## src/rtl/pc_call_stack.sv

```systemverilog
// Hardware call/return stack for the PC path: circular buffer of {return address, flags}
// with a combinational top-of-stack view, occupancy tracking and sticky error flags.
module pc_call_stack #(
  parameter int ADDR_W   = 12,
  parameter int DEPTH    = 8,
  parameter int FLAG_W   = 2,
  parameter int OVF_MODE = 0
) (
  input  logic                       clk,
  input  logic                       rst,
  input  logic                       push,
  input  logic                       pop,
  input  logic [ADDR_W-1:0]          push_addr,
  input  logic [FLAG_W-1:0]          push_flags,
  input  logic                       clr_err,
  output logic [ADDR_W-1:0]          top_addr,
  output logic [FLAG_W-1:0]          top_flags,
  output logic [$clog2(DEPTH+1)-1:0] count,
  output logic                       empty,
  output logic                       full,
  output logic                       overflow,
  output logic                       underflow
);

  localparam int CNT_W = $clog2(DEPTH + 1);
  localparam int PTR_W = $clog2(DEPTH);
  localparam int ENT_W = ADDR_W + FLAG_W;

  logic [ENT_W-1:0] mem [DEPTH];
  logic [ENT_W-1:0] top_ent;

  logic [PTR_W-1:0] top_ptr;
  logic [PTR_W-1:0] ptr_inc;
  logic [PTR_W-1:0] ptr_dec;
  logic [PTR_W-1:0] top_ptr_nxt;
  logic [PTR_W-1:0] wr_ptr;
  logic [CNT_W-1:0] count_nxt;
  logic             wr_en;
  logic             set_ovf;
  logic             set_unf;

  // Explicit wrap so non-power-of-two depths never index past DEPTH-1.
  assign ptr_inc = (top_ptr == PTR_W'(DEPTH - 1)) ? '0 : top_ptr + 1'b1;
  assign ptr_dec = (top_ptr == '0) ? PTR_W'(DEPTH - 1) : top_ptr - 1'b1;

  assign empty = (count == '0);
  assign full  = (count == CNT_W'(DEPTH));

  assign top_ent   = mem[top_ptr];
  assign top_addr  = empty ? '0 : top_ent[ENT_W-1:FLAG_W];
  assign top_flags = empty ? '0 : top_ent[FLAG_W-1:0];

  // NOTE: every output of this block gets a default first so no latch is inferred.
  always_comb begin
    top_ptr_nxt = top_ptr;
    count_nxt   = count;
    wr_en       = 1'b0;
    wr_ptr      = ptr_inc;
    set_ovf     = 1'b0;
    set_unf     = 1'b0;
    case ({push, pop})
      2'b10: begin
        if (!full) begin
          wr_en       = 1'b1;
          top_ptr_nxt = ptr_inc;
          count_nxt   = count + 1'b1;
        end else begin
          set_ovf = 1'b1;
          if (OVF_MODE != 0) begin
            // Slot above top is the oldest entry when full.
            wr_en       = 1'b1;
            top_ptr_nxt = ptr_inc;
          end
        end
      end
      2'b01: begin
        if (empty) begin
          set_unf = 1'b1;
        end else begin
          top_ptr_nxt = ptr_dec;
          count_nxt   = count - 1'b1;
        end
      end
      2'b11: begin
        wr_en = 1'b1;
        if (empty) begin
          set_unf     = 1'b1;
          top_ptr_nxt = ptr_inc;
          count_nxt   = count + 1'b1;
        end else begin
          // Tail call: replace the top entry in place.
          wr_ptr = top_ptr;
        end
      end
      default: ;
    endcase
  end

  // NOTE: sequential state uses non-blocking assignments so all registers update together.
  always_ff @(posedge clk or negedge rst) begin
    if (!rst) begin
      top_ptr   <= '0;
      count     <= '0;
      overflow  <= 1'b0;
      underflow <= 1'b0;
    end else begin
      top_ptr   <= top_ptr_nxt;
      count     <= count_nxt;
      overflow  <= (overflow  & ~clr_err) | set_ovf;
      underflow <= (underflow & ~clr_err) | set_unf;
    end
  end

  // NOTE: the entry array has no reset; count gates visibility, so stale contents are harmless.
  always_ff @(posedge clk) begin
    if (wr_en) begin
      mem[wr_ptr] <= {push_addr, push_flags};
    end
  end

endmodule

```

## config.mk

```make
export PLATFORM = sky130hd
export DESIGN_NAME = pc_call_stack
export DESIGN_NICKNAME = d
export VERILOG_FILES = /design/src/rtl/pc_call_stack.sv
export SDC_FILE = /design/constraint.sdc
export NUM_CORES = 1
export LEC_CHECK = 0
export BUFFER_PORTS_ARGS = -buffer_cell sky130_fd_sc_hd__buf_2
export CORE_AREA = 2 2 79 157
export CTS_CLUSTER_SIZE = 10
export DETAILED_ROUTE_END_ITERATION = 6
export DIE_AREA = 0 0 81 159
export HOLD_SLACK_MARGIN = 0.1
export SETUP_SLACK_MARGIN = 0.05
export SYNTH_ARGS = -nofsm -noshare
export SYNTH_HDL_FRONTEND = slang
export SYNTH_SLANG_ARGS = --single-unit
```

## constraint.sdc

```tcl
create_clock -name clk -period 3.96 [get_ports clk]
set_input_delay 0.792 -clock clk [delete_from_list [all_inputs] [get_ports clk]]
set_output_delay 0.792 -clock clk [all_outputs]
set_load 0.005 [all_outputs]
```

==> reports/metrics.cfg <==
[placement]
place.gp.congestion = 0.763
hpwl_um = 6470
dpl_cell_area_um2 = 5550
place_ws_ps = 970
port_buffers = 40

[sta]
clock.fmax_ghz = 0.312
finalMaxSlewViolations = 0
grt_setup_unrepaired = no
setup_slack_ps = 756
fin_crit_ps = 3200
tightest_slew_ps = 868
slew_headroom = 0.421
timing.final.crit_share = 0.809
finalClockSkew_ps = 6.13
tns_ps = 0
hold_viol_final = 0
setup_violations = 0

[floorplanning]
die_x_um = 81
die_h_um = 159
dieArea_um2 = 12900
initial_core_util = 0.445
boundaryPins = 41
coreArea_um2 = 11600
fp-row-count = 56

[detailed_routing]
drc_errors = 0
drt_wl_total_um = 10100
drtAntennaViolNets = 0
routedWlPerCell_um = 19.8
via_per_inst = 5.47
dr.pass1.iters = 4
drtIter0Drc = 151
vias = 2792

[worst_hold_path]
min_path_type = input pin to asynchronous set/reset pin

[cells_and_area]
finalNetCount = 376
n_antenna_cell = 0
drive_gt1_frac = 0.342
fin_area_um2 = 6130
fin_util = 0.527
area_delta_synth_final_pct = 18.3
mostFrequentLayoutCell = edfxtp_1
layout_common_cells = edfxtp_1 (112), buf_2 (40), nor2_1 (31)
n_fill_cell = 1016

[synthesis]
synth.avg_cell_area_um2 = 17.4
synth_cell_types = 45
synth_warnings = 0
synth.ff_latch_count = 121
synth.net_count = 322
ys_seq_area_frac = 0.693
postSynthCellCount = 298
synth_area_um2 = 5180

[clock_tree]
cts_max_level = 4
cts_resized = 0
clockRootBuffer = clkbuf_16
path_clk_slew_ps = 50
numClockSinks = 121
clockBufferDepth = 2
cts_tree = built
clock_latency_ps = 410
cts_setup_buffers = 0
numCtsBuffers = 17
holdBufCountCts = 0

[power]
leakagePower_nw = 2.18
ir_drop_v = 0.000478
power.density_nw_per_um2 = 800
p_total_mw = 4.90

[critical_path]
path_cells = buf_4, mux4_2, mux2i_1, nor2_1, buf_2
critPathMaxStageDelay_ps = 900
startpoint_type = flop
endpoint_kind = output port
cp_num_buf_inv = 2
reg2regPathDepth = 8
cp_num_cells = 5
crit_path_max_fanout = 20
critPathTopFamily = flip-flops
cp_slowest_cell = dfrtp_1
worstSetupPathType = flop to output port
cp.required_ps = 3170
worstPathArrival_ps = 2410

[run_status]
status = completed

[global_route]
grt_pass1_vias = 2936
antenna_found_initial = 0
grt_max_degree = 29
overflow = 0
grt_pass1_wl_um = 16200
grt_usage = 0.175

[flow_run]
maxCapViolCount = 0

[state kept, by name, indices dropped and copies added (netlist names)]
name and cells:
count 4, mem 112, overflow 1, top_ptr 3, underflow 1
[per-layer routing]
layer,global-route usage,vias to the layer above,share of wire
met2,0.304,53,0.56
met3,0.0431,14,0.027
met4,0.0693,0,0.019
li1,-,1286,-
met5,0,-,0
met1,0.204,1439,0.40
[worst register-to-register path, delay by kind of cell (launching register included)]
| kind | cells | cell delay (ps) |
|---|---|---|
| buf+inv | 2 | 640 |
| simple gates | 2 | 420 |
| fa+ha+maj | 2 | 450 |
| compound gates | 2 | 190 |
| flops | 1 | 900 |
[stage by stage]
step,hold slack (ps),cells
4_1_cts,238,510
5_1_grt,249,510
3_3_place_gp,503,478
2_1_floorplan,496,298
3_5_place_dp,537,478
6_report,247,510
[synthesized netlist by cell type (all sizes together)]
master / count / area [µm²]
a21boi: 1 / 7.51
a21oi: 8 / 40.0
a221o: 1 / 10.0
a221oi: 2 / 17.5
a2bb2oi: 1 / 8.76
a31oi: 1 / 6.26
a32oi: 1 / 8.76
a41oi: 2 / 17.5
and4: 1 / 11.3
buf: 13 / 104
clkbuf: 8 / 40.0
clkinv: 1 / 5.00
dfrtp: 9 / 225
edfxtp: 112 / 3360
ha: 5 / 62.6
inv: 6 / 22.5
mux2i: 17 / 170
mux4: 28 / 631
nand2: 13 / 48.8
nand2b: 3 / 18.8
nand3: 7 / 40.0
nor2: 31 / 116
nor2b: 1 / 6.26
nor3: 2 / 10.0
nor3b: 1 / 7.51
o211ai: 1 / 12.5
o21ai: 6 / 33.8
o221ai: 1 / 8.76
o22ai: 2 / 12.5
o31ai: 2 / 20.0
o32ai: 1 / 8.76
o41a: 1 / 11.3
or2: 1 / 6.26
or3: 4 / 25.0
or4: 1 / 11.3
or4b: 1 / 10.0
xnor2: 1 / 8.76
xor2: 1 / 8.76
[report_power, final]
part | internal [mW] | switching (mW)
clock | 0.926 | 0.556
combinational | 0.754 | 0.778
sequential | 1.69 | 0.200
total | 3.37 | 1.53
[path summary, 6_finish.rpt]
| path | startpoint | to | slack [ps] |
|---|---|---|---|
| min | rst | underflow$_DFF_PN0_ | 250 |
| max reg2reg | top_ptr[1]$_DFFE_PN0P_ | mem[4][3]$_DFFE_PP_ | 1060 |
| min reg2reg | overflow$_DFF_PN0_ | overflow$_DFF_PN0_ | 540 |
| max in group asynchronous | rst | top_ptr[0]$_DFFE_PN0P_ | 3490 |
| min in group clk | overflow$_DFF_PN0_ | overflow$_DFF_PN0_ | 540 |
| max | top_ptr[1]$_DFFE_PN0P_ | top_addr[6] | 760 |
[layout make-up]
cell class                 count  area [µm²]  area share
sequential                   121        3590       0.586
multi-input combinational    149        1420       0.231
clock buffer                  18         429      0.0701
timing repair buffer          56         333      0.0543
tap                          145         181      0.0296
clock inverter                14         149      0.0243
inverter                       7        27.5     0.00449
[cell families after synthesis]
family,count (synthesis),synth area share
AO/OA/AOI/OAI,31,0.0433
XOR/XNOR,2,0.00338
adder cells (fa/ha/maj),5,0.0121
buffers and inverters,28,0.0331
flip-flops,121,0.693
multiplexers,45,0.155
AND/OR/NAND/NOR,66,0.0602
Power figures use the tool's default switching activity.
